--- src/rtl/nfc_pkg.sv ---
// Shared definitions for the NAND flash controller command path: ACG field widths,
// the values the ACG port rests at when nobody owns it, and the arbiter state encoding.
package nfc_pkg;

    localparam int ACG_CMD_W    = 8;
    localparam int ACG_OPT_W    = 3;
    localparam int ACG_NOD_W    = 16;
    localparam int ACG_CASEL_W  = 1;
    localparam int ACG_CADATA_W = 40;

    localparam logic [ACG_CMD_W-1:0]    ACG_CMD_IDLE    = '0;
    localparam logic [ACG_OPT_W-1:0]    ACG_OPT_IDLE    = '0;
    localparam logic [ACG_NOD_W-1:0]    ACG_NOD_IDLE    = '0;
    localparam logic [ACG_CASEL_W-1:0]  ACG_CASEL_IDLE  = 1'b1;
    localparam logic [ACG_CADATA_W-1:0] ACG_CADATA_IDLE = '0;

    typedef enum logic {
        ARB_IDLE = 1'b0,
        ARB_BUSY = 1'b1
    } arb_state_t;

endpackage

--- src/rtl/nfc_acg_onehot_mux.sv ---
// AND-OR one-hot mux selecting one slot's field out of a packed per-slot bus.
// Purely combinational; an all-zero select yields zero.
module nfc_acg_onehot_mux #(
    parameter int Width    = 8,
    parameter int NumOfCmd = 4
) (
    input  logic [NumOfCmd-1:0]       sel,
    input  logic [Width*NumOfCmd-1:0] data,
    output logic [Width-1:0]          y
);

    always_comb begin
        y = '0;
        for (int i = 0; i < NumOfCmd; i++) begin
            y = y | (data[i*Width +: Width] & {Width{sel[i]}});
        end
    end

endmodule

--- src/rtl/nfc_command_arbiter.sv ---
// Grants the single ACG port to the lowest-index starting command slot and routes its
// request until that slot's last step; gates host commands while busy, with a watchdog.
module nfc_command_arbiter
    import nfc_pkg::*;
#(
    parameter int          NumberOfWays  = 4,
    parameter int          NumOfCmd      = 4,
    parameter logic [15:0] TimeoutCycles = 16'hFFFF
) (
    input  logic                             iSystemClock,
    input  logic                             iReset,
    input  logic                             iCMDValid,
    output logic                             oCMDReady,
    input  logic [NumOfCmd-1:0]              iCmdCMDReady,
    input  logic [NumOfCmd-1:0]              iCmdStart,
    input  logic [NumOfCmd-1:0]              iCmdLastStep,
    input  logic [ACG_CMD_W*NumOfCmd-1:0]    iCmdACG_Command,
    input  logic [ACG_OPT_W*NumOfCmd-1:0]    iCmdACG_CommandOption,
    input  logic [NumberOfWays*NumOfCmd-1:0] iCmdACG_TargetWay,
    input  logic [ACG_NOD_W*NumOfCmd-1:0]    iCmdACG_NumOfData,
    input  logic [NumOfCmd-1:0]              iCmdACG_CASelect,
    input  logic [ACG_CADATA_W*NumOfCmd-1:0] iCmdACG_CAData,
    output logic [ACG_CMD_W-1:0]             oACG_Command,
    output logic [ACG_OPT_W-1:0]             oACG_CommandOption,
    output logic [NumberOfWays-1:0]          oACG_TargetWay,
    output logic [ACG_NOD_W-1:0]             oACG_NumOfData,
    output logic                             oACG_CASelect,
    output logic [ACG_CADATA_W-1:0]          oACG_CAData,
    output logic [NumOfCmd-1:0]              oOwner,
    output logic                             oLastStep,
    output logic                             oBusy,
    output logic                             oTimeout,
    output logic                             oProtocolError
);

    localparam logic [NumOfCmd-1:0] ONE = NumOfCmd'(1);

    arb_state_t          state, state_nxt;
    logic [NumOfCmd-1:0] owner, owner_nxt;
    logic [15:0]         wd_cnt, wd_cnt_nxt;
    logic                timeout_q, timeout_nxt;
    logic                perr_q, perr_set;

    logic [NumOfCmd-1:0] start_low;
    logic                start_multi;
    logic                owner_last;
    logic                stray_evt;
    logic                wd_hit;
    logic                cmd_valid_unused;

    // Command decode lives in the slots; host valid is only observed here.
    assign cmd_valid_unused = iCMDValid;

    assign start_low   = iCmdStart & (~iCmdStart + ONE);
    assign start_multi = |(iCmdStart & (iCmdStart - ONE));
    assign owner_last  = |(iCmdLastStep & owner);
    assign stray_evt   = |((iCmdStart | iCmdLastStep) & ~owner);
    assign wd_hit      = (wd_cnt >= (TimeoutCycles - 16'd1));

    always_comb begin
        state_nxt   = state;
        owner_nxt   = owner;
        wd_cnt_nxt  = wd_cnt;
        timeout_nxt = 1'b0;
        perr_set    = 1'b0;
        case (state)
            ARB_IDLE: begin
                if (|iCmdStart) begin
                    state_nxt  = ARB_BUSY;
                    owner_nxt  = start_low;
                    wd_cnt_nxt = '0;
                    perr_set   = start_multi;
                end
            end
            ARB_BUSY: begin
                perr_set = stray_evt;
                // A last step in the same cycle as expiry is a normal completion.
                if (owner_last) begin
                    state_nxt = ARB_IDLE;
                    owner_nxt = '0;
                end else if (wd_hit) begin
                    state_nxt   = ARB_IDLE;
                    owner_nxt   = '0;
                    timeout_nxt = 1'b1;
                end else if (wd_cnt != 16'hFFFF) begin
                    wd_cnt_nxt = wd_cnt + 16'd1;
                end
            end
            default: begin
                state_nxt = ARB_IDLE;
                owner_nxt = '0;
            end
        endcase
    end

    always_ff @(posedge iSystemClock or posedge iReset) begin
        if (iReset) begin
            state     <= ARB_IDLE;
            owner     <= '0;
            wd_cnt    <= '0;
            timeout_q <= 1'b0;
            perr_q    <= 1'b0;
        end else begin
            state     <= state_nxt;
            owner     <= owner_nxt;
            wd_cnt    <= wd_cnt_nxt;
            timeout_q <= timeout_nxt;
            perr_q    <= perr_q | perr_set;
        end
    end

    logic [ACG_CMD_W-1:0]    mux_cmd;
    logic [ACG_OPT_W-1:0]    mux_opt;
    logic [NumberOfWays-1:0] mux_way;
    logic [ACG_NOD_W-1:0]    mux_nod;
    logic                    mux_casel;
    logic [ACG_CADATA_W-1:0] mux_cadata;

    nfc_acg_onehot_mux #(.Width(ACG_CMD_W), .NumOfCmd(NumOfCmd)) u_mux_cmd (
        .sel(owner), .data(iCmdACG_Command), .y(mux_cmd));
    nfc_acg_onehot_mux #(.Width(ACG_OPT_W), .NumOfCmd(NumOfCmd)) u_mux_opt (
        .sel(owner), .data(iCmdACG_CommandOption), .y(mux_opt));
    nfc_acg_onehot_mux #(.Width(NumberOfWays), .NumOfCmd(NumOfCmd)) u_mux_way (
        .sel(owner), .data(iCmdACG_TargetWay), .y(mux_way));
    nfc_acg_onehot_mux #(.Width(ACG_NOD_W), .NumOfCmd(NumOfCmd)) u_mux_nod (
        .sel(owner), .data(iCmdACG_NumOfData), .y(mux_nod));
    nfc_acg_onehot_mux #(.Width(ACG_CASEL_W), .NumOfCmd(NumOfCmd)) u_mux_casel (
        .sel(owner), .data(iCmdACG_CASelect), .y(mux_casel));
    nfc_acg_onehot_mux #(.Width(ACG_CADATA_W), .NumOfCmd(NumOfCmd)) u_mux_cadata (
        .sel(owner), .data(iCmdACG_CAData), .y(mux_cadata));

    // Outputs follow the registered state, so reset forces idle values without a clock.
    assign oBusy              = (state == ARB_BUSY);
    assign oOwner             = owner;
    assign oLastStep          = owner_last;
    assign oTimeout           = timeout_q;
    assign oProtocolError     = perr_q;
    assign oCMDReady          = (state == ARB_IDLE) && (&iCmdCMDReady);
    assign oACG_Command       = oBusy ? mux_cmd    : ACG_CMD_IDLE;
    assign oACG_CommandOption = oBusy ? mux_opt    : ACG_OPT_IDLE;
    assign oACG_TargetWay     = oBusy ? mux_way    : '0;
    assign oACG_NumOfData     = oBusy ? mux_nod    : ACG_NOD_IDLE;
    assign oACG_CASelect      = oBusy ? mux_casel  : ACG_CASEL_IDLE;
    assign oACG_CAData        = oBusy ? mux_cadata : ACG_CADATA_IDLE;

endmodule

--- config.mk ---
export PLATFORM = sky130hd
export DESIGN_NAME = nfc_command_arbiter
export DESIGN_NICKNAME = d
export VERILOG_FILES = /design/src/rtl/nfc_pkg.sv /design/src/rtl/nfc_acg_onehot_mux.sv /design/src/rtl/nfc_command_arbiter.sv
export SDC_FILE = /design/constraint.sdc
export NUM_CORES = 1
export LEC_CHECK = 0
export BUFFER_PORTS_ARGS = -buffer_cell sky130_fd_sc_hd__buf_2
export CAP_MARGIN = 10
export CORE_AREA = 2 2 151 153
export DETAILED_ROUTE_END_ITERATION = 8
export DIE_AREA = 0 0 153 155
export SLEW_MARGIN = 20
export SYNTH_ARGS = -nofsm -noshare
export SYNTH_HDL_FRONTEND = slang
export SYNTH_SLANG_ARGS = --single-unit
--- constraint.sdc ---
create_clock -name iSystemClock -period 2 [get_ports iSystemClock]
set_clock_uncertainty 0.05 [all_clocks]
set_input_delay 0.1 -clock iSystemClock [delete_from_list [all_inputs] [get_ports iSystemClock]]
set_output_delay 0.1 -clock iSystemClock [all_outputs]
set_load 0.02 [all_outputs]
# Word level (Yosys, flattened, before mapping)
# Index checks and enable logic that the tools add are counted.
# classes
reduce_logical	8
n_mux	24
n_addsub	3
order_cmp	1
bitwise	51
eq_ne	6
# ops
operator	count
$and A40 B40 Y40	4
$or A40 B40 Y40	3
$mux W16	5
$and A16 B16 Y16	4
$or A16 B16 Y16	3
$mux W40	1
$and A4 B4 Y4	8
$and A8 B8 Y8	4
$pmux W16 S2	1
$or A8 B8 Y8	3
$add A16 B1 Y16 const B	1
$ge A16 B16 Y1 const B	1
$mux W4	4
$ne A16 B16 Y1 const B	1
$or A4 B4 Y4	4
$reduce_or A4 Y1	4
$and A3 B3 Y3	4
$or A3 B3 Y3	3
$mux W1	8
$mux W8	1
$not A4 Y4	2
$pmux W4 S2	1
$reduce_and A4 Y1	2
$ne A2 B2 Y1 const B	3
11 further kinds	18
# totals
inputBits	303
register_bits	23

# Longest topological paths before layout
# depth
word_depth	6
ltp_mapped	6
depth_no_buf	6

# Modules after synthesis
# From an unflattened synthesis, not the netlist that was laid out.
# unflattened
hier_cells	480
area_unflattened_um2	3490.8
# by_module_without_submodules
module	cells_per_inst	area_per_inst_um2	instances	seq_area_each_um2
nfc_command_arbiter	236	1910.6	1	575.6
nfc_acg_onehot_mux (u_mux_cadata)	136	865.8	1	0.0
nfc_acg_onehot_mux (u_mux_nod)	56	394.1	1	0.0
nfc_acg_onehot_mux (u_mux_cmd)	28	170.2	1	0.0
nfc_acg_onehot_mux (u_mux_way)	12	75.1	1	0.0
nfc_acg_onehot_mux (u_mux_opt)	9	56.3	1	0.0
nfc_acg_onehot_mux (u_mux_casel)	3	18.8	1	0.0

# Worst setup path after synthesis
# OpenSTA, ideal clock, no wires.
# synth_timing
kind	flip-flop to flip-flop
start	register wd_cnt[0]
end	register wd_cnt[10]
arrival_ns	1.861
setup_ns	0.126
stages_incl_launch_ff	7
slack_ns	-0.037
required_ns	1.824
path_cell_list	dfrtp_1 > inv_1 > ha_1 > nor3_1 > a21oi_1 > a22o_1 > a221o_1
# synth_via
elab_chain_cells	5
elab_cells_between_ends	10
# synth_rtl
element	line	text
start: declaration	nfc_command_arbiter.sv:40	logic [15:0] wd_cnt, wd_cnt_nxt;
start signal: assignment	nfc_command_arbiter.sv:106	wd_cnt <= wd_cnt_nxt;
$add A16 B1 Y16	nfc_command_arbiter.sv:86	wd_cnt_nxt = wd_cnt + 16'd1;
$mux W16	nfc_command_arbiter.sv:85	end else if (wd_cnt != 16'hFFFF) begin
$mux W16	nfc_command_arbiter.sv:81	end else if (wd_hit) begin
$mux W16	nfc_command_arbiter.sv:78	if (owner_last) begin
$pmux W16 S2	nfc_command_arbiter.sv:66	case (state)
# Several ways; a longest one is shown, not always the timed one. The select of a mux whose other input is x is not followed.
# A chain may end at the register's enable or synchronous reset.

# Worst setup path in the final report
# Ends and elaborated chain as after synthesis.

==> flow_summary.ini <==
[placed_design]
gp_congestion = 0.902
hpwl_um = 14300
numPortBuffers = 382

[die]
core_area_sq_mm = 0.0222
die_w_um = 153
die-area_sq_mm = 0.0237
start_util_pct = 13.5
chipHeight_um = 155
boundaryPins = 384
num_rows = 55

[global_routing]
grt_first_pass_wirelength_um = 26200
grt_pass1_vias = 4720
grt_max_degree = 77
groute.usage.overall_pct = 13.6
grt_overflow = 0
antenna_found_initial = 2

[clocking]
cts_root_buffer = clkbuf_16
ctsHtreeMaxLevel = 1
ctsResizeCount = 0
cts.clk_slew.worst_paths_ns = 0.06
clk-insertion-delay-late_ns = 0.26
numCtsBuffers = 3
hold_buffers = 1
cts_setup_buffers = 0
clock-sinks = 23
cts.path.max_buffers = 2
cts_tree = yes

[yosys]
synth-simple-area-share_pct = 12.2
synth.distinct_cells = 41
synth_fp_nets = 721
synthXorXnorAreaFrac_pct = 0.582
synthCells = 416
synth_fa_ha_area_share_pct = 0.831
synth_area_per_cell_sq_um = 7.24
yosys_warnings = 0
synth_area_sq_mm = 0.00301
synth_top_family_by_area = compound AO/OA/AOI/OAI gates
ys_seq_elements = 23
yosysSeqAreaShare_pct = 19.1
muxShareOfSynthArea_pct = 0.998
synth-compound-area-share_pct = 58.6

[worst_setup_path]
required_ns = 2.09
endpoint_kind = flip-flop
path_class = flip-flop to flip-flop
start_kind = flip-flop
critical_path.max_fanout = 5
arrival_ns = 2.01

[routing]
viasPerCell = 4.86
drc_errors = 0
vias = 5211
ant_nets = 0
firstDrtPassIters = 5
drt-initial-drc-count = 449
drt-total-wl_um = 18100
routed_wire_length_per_instance_um = 16.9

[timing]
hold_slack_ns = 0.0906
period_share_pct = 96.0
tns_ns = 0
post-route-min-period_ns = 1.92
hold_viol_final = 0
setup_viol = 0
worst_pin_slew_ns = 0.508
fmax_mhz = 521
drv_slew = 0
maxSlewHeadroom_pct = 66.1
rsz0062_at_grt = false

[status]
outcome = complete, no violations

[cells_and_area]
area_growth_pct = 81.8
drive_gt1_share_pct = 53.7
num-nets-final = 1092

[power_and_ir_drop]
p_per_area_mw_per_mm2 = 1110
peakVddDrop_v = 0.000513
p_leak_nw = 2.59

[hold_path]
min_path_type = input port to flip-flop

[flow_run]
maxCapViolCount = 0
## logic make-up after synthesis
family / count (synthesis)
compound gates: 259
mux: 3
buf+inv: 60
flops: 23
fa+ha+maj: 2
xor+xnor: 2
simple gates: 67
## layer usage
metal  routed length [um]  GRT usage (%)  vias to the layer above
met5                    0              0                        -
met4                  403           3.53                        0
met3                 1960           3.73                       25
li1                     -              -                     2446
met1                 7510           17.8                     2402
met2                 8210           22.2                      338
## per-stage QoR
stage	cells	total power [mW]	util, %	cell area (sq um)	setup slack (ns)
3_5_place_dp	1066	5.66	24.2	5380	0.120
3_3_place_gp	1066	5.65	24.2	5380	0.144
5_1_grt	1072	6.53	24.6	5470	0.00659
2_1_floorplan	416	3.63	-	3020	0.124
6_report	1072	6.08	24.6	5470	0.0802
4_1_cts	1071	6.12	24.6	5470	0.0896
## power breakdown
| group | internal, mW | switching [mW] | leakage, nW |
|---|---|---|---|
| clock network | 0.272 | 0.169 | 0.0382 |
| registers | 0.563 | 0.116 | 0.299 |
| logic | 1.76 | 3.21 | 2.25 |
## registers in the layout, indices dropped and copies added (netlist names)
signal / flops
wd_cnt: 16
oOwner: 4
oBusy: 1
oProtocolError: 1
oTimeout: 1
## path summary, 6_finish.rpt
kind	from	endpoint	slack, ns	cells after the start
max in group asynchronous	iReset	wd_cnt[5]	0.96	4
hold / removal	iCmdStart[0]	oOwner[1]	0.09	2
min in group asynchronous	iReset	wd_cnt[13]	0.39	3
setup reg to reg	wd_cnt[0]	wd_cnt[10]	0.08	5
hold reg to reg	oProtocolError	oProtocolError	0.45	1
setup / recovery	wd_cnt[0]	wd_cnt[10]	0.08	5
## area by class of cell
class | count | area, sq um
Timing Repair Buffer | 410 | 2190
Sequential cell | 23 | 581
Inverter | 16 | 60.1
Tap cell | 285 | 357
Clock buffer | 4 | 78.8
Fill cell | 2468 | 16800
Multi-Input combinational cell | 333 | 2210
Antenna cell | 1 | 2.50
## synth_stat cells
master / n / share of area [%]
a22oi_1: 144 / 36
a21oi_1: 75 / 12
clkbuf_1: 33 / 4.1
dfrtp_1: 23 / 19
inv_1: 16 / 2.0
nor2_1: 12 / 1.5
o211ai_1: 12 / 3.0
nand2_1: 11 / 1.4
buf_1: 10 / 1.2
nand3_1: 10 / 1.7
nand4_1: 7 / 1.5
nor3_1: 5 / 0.83
o21ai_0: 5 / 0.83
a22o_1: 4 / 1.2
nor4_1: 4 / 0.83
or3_1: 4 / 0.83
or4_1: 4 / 1.0
and3_1: 3 / 0.62
mux2i_1: 3 / 1.0
o2111ai_1: 3 / 0.87
o22ai_1: 3 / 0.62
ha_1: 2 / 0.83
nand3_2: 2 / 0.67
o21ai_1: 2 / 0.33
o311ai_0: 2 / 0.58
xor2_1: 2 / 0.58
a211o_1: 1 / 0.29
a221o_1: 1 / 0.33
a222oi_1: 1 / 0.33
a22oi_2: 1 / 0.42
a31oi_1: 1 / 0.21
buf_6: 1 / 0.37
nand2b_1: 1 / 0.21
nand3b_1: 1 / 0.25
nand4b_1: 1 / 0.29
nor4b_1: 1 / 0.29
o2111a_1: 1 / 0.37
o21bai_1: 1 / 0.25
o221ai_1: 1 / 0.29
o32ai_1: 1 / 0.29
or4_4: 1 / 0.37
## layout by cell type (no fill, tap or decap), drive strengths merged
cell | Yosys | final
a22o | 4 | 4
nand4b | 1 | 1
o311ai | 2 | 2
a211o | 1 | 1
a22oi | 145 | 145
dlygate4sd3 | 0 | 1
xor2 | 2 | 2
o221ai | 1 | 1
o21ai | 7 | 7
o21bai | 1 | 1
mux2i | 3 | 3
o22ai | 3 | 3
nand2b | 1 | 1
diode | 0 | 1
o32ai | 1 | 1
dfrtp | 23 | 23
and3 | 3 | 3
buf | 11 | 409
a222oi | 1 | 1
inv | 16 | 16
a21oi | 75 | 75
nand2 | 11 | 11
o211ai | 12 | 12
a221o | 1 | 1
nand3b | 1 | 1
clkbuf | 33 | 4
nor4b | 1 | 1
or4 | 5 | 5
nor2 | 12 | 12
a31oi | 1 | 1
or3 | 4 | 4
nor4 | 4 | 4
ha | 2 | 2
nand3 | 12 | 12
o2111ai | 3 | 3
nor3 | 5 | 5
nand4 | 7 | 7
o2111a | 1 | 1
## worst max-delay path: stages (launching register included)
cell      delay (ns)
dfrtp_1         0.41
ha_1            0.26
nand3_1         0.13
or4_1           0.52
o2111a_1        0.16
a221o_1         0.26
Power figures use the tool's default switching activity.
